==> src/rtl/imm_pkg.sv <==
// Shared types and opcode constants for the immediate-decode stage.
package imm_pkg;

  // Widest supported datapath; the extractor always builds a 64-bit immediate.
  localparam int unsigned IMM_W = 64;

  localparam logic [6:0] OP_IMM   = 7'b0010011;
  localparam logic [6:0] LOAD     = 7'b0000011;
  localparam logic [6:0] STORE    = 7'b0100011;
  localparam logic [6:0] BRANCH   = 7'b1100011;
  localparam logic [6:0] LUI      = 7'b0110111;
  localparam logic [6:0] AUIPC    = 7'b0010111;
  localparam logic [6:0] JAL      = 7'b1101111;
  localparam logic [6:0] JALR     = 7'b1100111;
  localparam logic [6:0] OP       = 7'b0110011;
  localparam logic [6:0] SYSTEM   = 7'b1110011;
  localparam logic [6:0] MISC_MEM = 7'b0001111;

  typedef enum logic [2:0] {
    FMT_NONE = 3'd0,
    FMT_R    = 3'd1,
    FMT_I    = 3'd2,
    FMT_S    = 3'd3,
    FMT_B    = 3'd4,
    FMT_U    = 3'd5,
    FMT_J    = 3'd6
  } fmt_e;

  typedef struct packed {
    logic [IMM_W-1:0] imm;
    fmt_e             fmt;
    logic             illegal;
  } decoded_t;

endpackage

==> src/rtl/imm_decode_stage_if.sv <==
// Upstream/downstream valid-ready bus of the immediate-decode stage.
// out_illegal exists only when IMM_ILLEGAL_CHECK_EN is defined.
interface imm_decode_stage_if
  import imm_pkg::*;
#(
  parameter int unsigned XLEN = 32
);
  logic            in_valid;
  logic            in_ready;
  logic [31:0]     in_instr;
  logic [XLEN-1:0] in_pc;
  logic            out_valid;
  logic            out_ready;
  logic [31:0]     out_instr;
  logic [XLEN-1:0] out_pc;
  logic [XLEN-1:0] out_imm;
  fmt_e            out_fmt;
`ifdef IMM_ILLEGAL_CHECK_EN
  logic            out_illegal;
`endif

  // Driver of instructions and consumer of decoded results.
  modport master (
    output in_valid, in_instr, in_pc, out_ready,
    input  in_ready, out_valid, out_instr, out_pc, out_imm, out_fmt
`ifdef IMM_ILLEGAL_CHECK_EN
    , input out_illegal
`endif
  );

  // The decode stage itself.
  modport slave (
    input  in_valid, in_instr, in_pc, out_ready,
    output in_ready, out_valid, out_instr, out_pc, out_imm, out_fmt
`ifdef IMM_ILLEGAL_CHECK_EN
    , output out_illegal
`endif
  );

endinterface

==> src/rtl/imm_extract.sv <==
// Combinational immediate extraction and format classification.
// Optional macro: IMM_ILLEGAL_CHECK_EN (flags unrecognised encodings).
module imm_extract
  import imm_pkg::*;
#(
  parameter int unsigned XLEN = 32
) (
  input  logic [31:0] i_instr,
  output decoded_t    o_dec
);

  localparam int unsigned SHAMT_W = (XLEN == 64) ? 6 : 5;

  logic [6:0]       w_opcode;
  logic [2:0]       w_funct3;
  logic             w_shift;
  logic [IMM_W-1:0] w_imm_i;
  logic [IMM_W-1:0] w_imm_s;
  logic [IMM_W-1:0] w_imm_b;
  logic [IMM_W-1:0] w_imm_u;
  logic [IMM_W-1:0] w_imm_j;

  assign w_opcode = i_instr[6:0];
  assign w_funct3 = i_instr[14:12];
  assign w_shift  = (w_opcode == OP_IMM) && (w_funct3[1:0] == 2'b01);

  assign w_imm_i = {{(IMM_W-12){i_instr[31]}}, i_instr[31:20]};
  assign w_imm_s = {{(IMM_W-12){i_instr[31]}}, i_instr[31:25], i_instr[11:7]};
  assign w_imm_b = {{(IMM_W-13){i_instr[31]}}, i_instr[31], i_instr[7],
                    i_instr[30:25], i_instr[11:8], 1'b0};
  assign w_imm_u = {{(IMM_W-32){i_instr[31]}}, i_instr[31:12], 12'b0};
  assign w_imm_j = {{(IMM_W-21){i_instr[31]}}, i_instr[31], i_instr[19:12],
                    i_instr[20], i_instr[30:21], 1'b0};

`ifdef IMM_ILLEGAL_CHECK_EN
  // Shift funct7/funct6 may only carry the arithmetic-shift bit (instr[30]).
  logic w_shift_f7_ok;
  assign w_shift_f7_ok = (i_instr[31] == 1'b0) && (i_instr[29:20+SHAMT_W] == '0);
`endif

  // Select the immediate and format class from the opcode.
  always_comb begin
    o_dec = '0;
    if (i_instr[1:0] == 2'b11) begin
      case (w_opcode)
        OP_IMM: begin
          o_dec.fmt = FMT_I;
          o_dec.imm = w_shift ? IMM_W'(i_instr[20 +: SHAMT_W]) : w_imm_i;
        end
        LOAD, JALR, MISC_MEM: begin
          o_dec.fmt = FMT_I;
          o_dec.imm = w_imm_i;
        end
        SYSTEM: begin
          o_dec.fmt = FMT_I;
          o_dec.imm = w_funct3[2] ? IMM_W'(i_instr[19:15]) : w_imm_i;
        end
        STORE: begin
          o_dec.fmt = FMT_S;
          o_dec.imm = w_imm_s;
        end
        BRANCH: begin
          o_dec.fmt = FMT_B;
          o_dec.imm = w_imm_b;
        end
        LUI, AUIPC: begin
          o_dec.fmt = FMT_U;
          o_dec.imm = w_imm_u;
        end
        JAL: begin
          o_dec.fmt = FMT_J;
          o_dec.imm = w_imm_j;
        end
        OP: o_dec.fmt = FMT_R;
        default: ;
      endcase
    end
`ifdef IMM_ILLEGAL_CHECK_EN
    o_dec.illegal = (o_dec.fmt == FMT_NONE) || (w_shift && !w_shift_f7_ok);
`endif
  end

endmodule

==> src/rtl/imm_decode_stage.sv <==
// Registered immediate-decode stage with a two-entry skid buffer (M + K).
// in_ready is a pure register; out_* come straight from the M register.
// Optional macro: IMM_ILLEGAL_CHECK_EN (adds out_illegal).
module imm_decode_stage
  import imm_pkg::*;
#(
  parameter int unsigned XLEN = 32
) (
  input  logic               clk,
  input  logic               rst_n,
  imm_decode_stage_if.slave  bus
);

  typedef struct packed {
    logic [31:0]     instr;
    logic [XLEN-1:0] pc;
    logic [XLEN-1:0] imm;
    fmt_e            fmt;
    logic            illegal;
  } entry_t;

  decoded_t w_dec;
  entry_t   w_new;
  entry_t   r_m;
  entry_t   r_k;
  entry_t   w_m_nxt;
  entry_t   w_k_nxt;
  logic     r_m_valid;
  logic     r_k_valid;
  logic     r_in_ready;
  logic     w_m_valid_nxt;
  logic     w_k_valid_nxt;
  logic     w_accept;
  logic     w_drain;

  imm_extract #(.XLEN(XLEN)) u_extract (
    .i_instr (bus.in_instr),
    .o_dec   (w_dec)
  );

  // Upper immediate bits are pure sign copies when XLEN is narrower.
  if (XLEN < IMM_W) begin : g_narrow
    logic w_unused_imm_hi;
    assign w_unused_imm_hi = ^w_dec.imm[IMM_W-1:XLEN];
  end

  // Pack the incoming instruction with its decoded fields.
  always_comb begin
    w_new         = '0;
    w_new.instr   = bus.in_instr;
    w_new.pc      = bus.in_pc;
    w_new.imm     = w_dec.imm[XLEN-1:0];
    w_new.fmt     = w_dec.fmt;
    w_new.illegal = w_dec.illegal;
  end

  assign w_accept = bus.in_valid & r_in_ready;
  assign w_drain  = r_m_valid & bus.out_ready;

  // Next-state of the M/K pair; K only fills when M is stalled.
  always_comb begin
    w_m_nxt       = r_m;
    w_k_nxt       = r_k;
    w_m_valid_nxt = r_m_valid;
    w_k_valid_nxt = r_k_valid;
    if (r_k_valid) begin
      if (w_drain) begin
        w_m_nxt       = r_k;
        w_k_valid_nxt = 1'b0;
      end
    end else if (w_accept) begin
      if (!r_m_valid || bus.out_ready) begin
        w_m_nxt       = w_new;
        w_m_valid_nxt = 1'b1;
      end else begin
        w_k_nxt       = w_new;
        w_k_valid_nxt = 1'b1;
      end
    end else if (w_drain) begin
      w_m_valid_nxt = 1'b0;
    end
  end

  // State registers; reset discards both entries immediately.
  always_ff @(posedge clk or negedge rst_n) begin
    if (!rst_n) begin
      r_m        <= '0;
      r_k        <= '0;
      r_m_valid  <= 1'b0;
      r_k_valid  <= 1'b0;
      r_in_ready <= 1'b1;
    end else begin
      r_m        <= w_m_nxt;
      r_k        <= w_k_nxt;
      r_m_valid  <= w_m_valid_nxt;
      r_k_valid  <= w_k_valid_nxt;
      r_in_ready <= !w_k_valid_nxt;
    end
  end

  assign bus.in_ready  = r_in_ready;
  assign bus.out_valid = r_m_valid;
  assign bus.out_instr = r_m.instr;
  assign bus.out_pc    = r_m.pc;
  assign bus.out_imm   = r_m.imm;
  assign bus.out_fmt   = r_m.fmt;
`ifdef IMM_ILLEGAL_CHECK_EN
  assign bus.out_illegal = r_m.illegal;
`else
  logic w_unused_illegal;
  assign w_unused_illegal = r_m.illegal;
`endif

endmodule

==> src/flat_wrapper.sv <==
// flat-port wrapper written by rule: the top's interface ports become plain ports
module imm_decode_stage_flat import imm_pkg::*;
#(
  parameter int unsigned XLEN = 32
)
  (clk, rst_n, bus_in_valid, bus_in_instr, bus_in_pc, bus_out_ready, bus_in_ready, bus_out_valid, bus_out_instr, bus_out_pc, bus_out_imm, bus_out_fmt);
  imm_decode_stage_if #(.XLEN(XLEN)) bus_i ();
  input  logic clk;
  input  logic rst_n;
  input wire logic [$bits(bus_i.in_valid)-1:0] bus_in_valid;
  input wire logic [$bits(bus_i.in_instr)-1:0] bus_in_instr;
  input wire logic [$bits(bus_i.in_pc)-1:0] bus_in_pc;
  input wire logic [$bits(bus_i.out_ready)-1:0] bus_out_ready;
  output wire logic [$bits(bus_i.in_ready)-1:0] bus_in_ready;
  output wire logic [$bits(bus_i.out_valid)-1:0] bus_out_valid;
  output wire logic [$bits(bus_i.out_instr)-1:0] bus_out_instr;
  output wire logic [$bits(bus_i.out_pc)-1:0] bus_out_pc;
  output wire logic [$bits(bus_i.out_imm)-1:0] bus_out_imm;
  output wire logic [$bits(bus_i.out_fmt)-1:0] bus_out_fmt;
  assign bus_i.in_valid = bus_in_valid;
  assign bus_i.in_instr = bus_in_instr;
  assign bus_i.in_pc = bus_in_pc;
  assign bus_i.out_ready = bus_out_ready;
  assign bus_in_ready = bus_i.in_ready;
  assign bus_out_valid = bus_i.out_valid;
  assign bus_out_instr = bus_i.out_instr;
  assign bus_out_pc = bus_i.out_pc;
  assign bus_out_imm = bus_i.out_imm;
  assign bus_out_fmt = bus_i.out_fmt;
  imm_decode_stage #(.XLEN(XLEN)) u_core (.clk(clk), .rst_n(rst_n), .bus(bus_i));
endmodule
==> config.mk <==
export PLATFORM = sky130hd
export DESIGN_NAME = imm_decode_stage_flat
export DESIGN_NICKNAME = d
export VERILOG_FILES = /design/src/rtl/imm_pkg.sv /design/src/rtl/imm_decode_stage_if.sv /design/src/rtl/imm_extract.sv /design/src/rtl/imm_decode_stage.sv /design/src/flat_wrapper.sv
export SDC_FILE = /design/constraint.sdc
export NUM_CORES = 1
export LEC_CHECK = 0
export BUFFER_PORTS_ARGS = -buffer_cell sky130_fd_sc_hd__buf_2
export CORE_MARGIN = 2
export CORE_UTILIZATION = 40
export CTS_CLUSTER_DIAMETER = 30
export DETAILED_ROUTE_END_ITERATION = 6
export PLACE_DENSITY_LB_ADDON = 0.15
export SETUP_SLACK_MARGIN = 0.5
export SYNTH_ARGS = -nofsm -noshare
export SYNTH_HDL_FRONTEND = slang
export SYNTH_SLANG_ARGS = --single-unit
==> constraint.sdc <==
create_clock -name clk -period 2.6 [get_ports clk]
set_input_delay 0.26 -clock clk [delete_from_list [all_inputs] [get_ports clk]]
set_output_delay 0.26 -clock clk [all_outputs]
set_load 0.01 [all_outputs]
==> reports/metrics.cfg <==
[cts]
numCtsBuffers = 45
cts_resized = 0
cts.reportedPaths.clkPinSlew_ps = 50
htree_levels = 2
clockBufferDepth = 3
cts_tree = built
clockRootBuffer = clkbuf_16
numClockSinks = 201
worstSkewPairLatency_ps = 520

[floorplan]
start_util_pct = 40.3
die_area_mm2 = 0.0238
ios = 169
die_w_um = 154
fp.dieH_um = 154
core_area_mm2 = 0.0224
row_count = 55

[timing]
period_share_pct = 74.5
timing.slew.headroom_pct = 55.7
finalHoldViolCount = 0
setup_viol = 0
slew_violations = 0
fin_crit_ps = 1940
fin_setup_tns_ps = 0
max_slew.worst_pin.slew_ps = 663
max_freq_mhz = 516
rsz0062_at_grt = no
fin_worst_skew_ps = 24.1

[logic_synthesis]
synth.distinct_cells = 54
ys_warn_count = 0
async_flop_share_pct = 100
synth_edf_count = 0
yosys-top-cells-area = dfrtp_1, nand2_1, mux2i_1
synth_ff_type = dfrtp_1
postSynthAreaPerCell_um2 = 9.42
yosysTopAreaCellShare_pct = 55.4
synth_area_mm2 = 0.00904
ys_seq_elements = 201
seq_area_frac_synth_pct = 55.6
synth_top_area_cell = dfrtp_1
syn_nets = 1028
synthCells = 960

[finish]
fillers = 2088
final_common_cell = nand2_1
layout-drive-gt1-share_pct = 24.5
layout.nets = 1229
syn_to_final_growth_pct = 33.7
layout_common_cells = nand2_1, dfrtp_1, buf_2
diodes = 0

[power_and_ir_drop]
p_total_w = 0.0164
peakVddDrop_mv = 0.766
powerDensity_mw_per_mm2 = 1350
p_leak_nw = 5.66

[setup_path]
crit_fanout = 16
cp_cell_sequence = dlygate4sd3_1 -> buf_2 -> nand3b_1 -> a221oi_1 -> nor2_1 -> o21ai_4 -> a31oi_1
critical_path_class = input port to flip-flop
r2r_setup_slack_ps = 720
timing.rr.end = u_core.bus.out_imm[1]
reg2regPathDepth = 6
end_kind = flip-flop
endpoint = u_core.r_k[20]
critPathArrivalTime_ps = 2310
slowest_stage = dlygate4sd3_1
startpoint = bus_in_instr[13]
rr_startpoint = u_core.r_k_valid
cpPeakStageDelay_ps = 540
crit_path_start_kind = input port
crit_required_ps = 2970

[place]
port_buffers = 168
gp_congestion = 0.846
dp_hpwl_um = 15100

[global_routing]
grt_max_degree = 109
antenna_found_initial = 0
grt_usage_pct = 20.6
grt_pass1_wl_um = 39800
overflow = 0
grt_pass1_vias = 7453

[detailed_routing]
routed_wl_um = 24400
wl_per_cell_um = 16.5
drc = 0
vias = 7514
drtIter0Drc = 491
via_per_inst = 5.07
drtPass1Iterations = 6
ant_nets = 0

[flow_run]
cap_violations = 0

[status]
outcome = finished, final reports clean

[worst_hold_path]
hold_path.class = input port to flip-flop

-- worst min path at each step --
stage / startpoint / endpoint / slack [ps] / cells after the start
after global routing: bus_in_instr[10] / u_core.r_k[78] / 7 / 3
after floorplan: rst_n / u_core.bus.out_fmt[0] / -40 / 0
after detailed placement: rst_n / u_core.bus.out_pc[20] / 300 / 1
final: bus_in_instr[15] / u_core.r_k[83] / 20 / 3
after CTS: bus_in_instr[17] / u_core.r_k[85] / 0.9 / 3
after global placement: rst_n / u_core.bus.out_pc[20] / 300 / 1
-- layout make-up --
type                       count  area, µm²  area share (%)
inverter                       5       18.8           0.155
sequential                   201       5030            41.7
tap                          285        357            2.95
clock inverter                22        333            2.75
timing repair buffer         225       1420            11.7
clock buffer                  60       1260            10.4
multi-input combinational    683       3660            30.3
-- through the flow --
step	instances	worst slack [ps]	hold slack, ps	utilization (%)	instance area [µm²]
floorplan	960	938	-35.6	-	9040
global placement	1363	658	301	45.2	10100
detailed placement	1363	633	304	45.2	10100
CTS	1481	698	0.915	53.9	12100
global route	1481	529	6.99	53.9	12100
finish	1481	664	20.8	53.9	12100
-- timing repair --
action / CTS / global route
endpoints found under the hold margin: 99 / 0
hold buffers: 36 / 0
buffers inserted: 0 / 0
endpoints found under the setup margin: 0 / 0
-- synth_stat cells (5+ instances only) --
| master | number |
|---|---|
| inv_1 | 5 |
| a21oi_2 | 11 |
| nand3_1 | 7 |
| o21ai_0 | 58 |
| clkbuf_1 | 37 |
| buf_2 | 22 |
| mux2i_1 | 65 |
| a21oi_1 | 92 |
| dfrtp_1 | 200 |
| a31oi_1 | 33 |
| nand3b_1 | 27 |
| nand2_1 | 245 |
| nand4_1 | 6 |
| nor2_1 | 94 |
-- sequential cells by signal (all words and copies together) (netlist names) --
register,cells
u_core.r_k,99
u_core.bus.out_imm,32
u_core.bus.out_instr,32
u_core.bus.out_pc,32
u_core.bus.out_fmt,3
u_core.bus.in_ready,1
u_core.bus.out_valid,1
u_core.r_k_valid,1
-- where the power goes --
group / switching [W] / internal, W / total, W
Combinational: 0.00301 / 0.00204 / 0.00505
Sequential: 0.000743 / 0.00465 / 0.00539
Clock: 0.00175 / 0.00418 / 0.00593
Total: 0.00551 / 0.0109 / 0.0164
-- kinds of logic after synthesis --
logic type,count (synthesis),synth area share [%]
XOR/XNOR,1,0.0969
AND/OR/NAND/NOR,402,19.2
multiplexers,66,7.32
AO/OA/AOI/OAI,214,13.7
buffers and inverters,76,4.07
flip-flops,201,55.6
-- worst max-delay path: cells and delay by family --
kind | cells | cell delay [ps]
and+or+nand+nor | 2 | 310
AOI/OAI and AO/OA | 3 | 1030
buffers and inverters | 2 | 700
-- routing by layer --
metal	GRT usage [%]	share of wire, %	wire length, µm
met1	28.7	46	11200
met2	32.6	46	11300
met3	4.74	5.7	1390
met4	6.00	2.1	522
met5	0	0	0
Note: power is estimated with default switching activity, not from simulation.
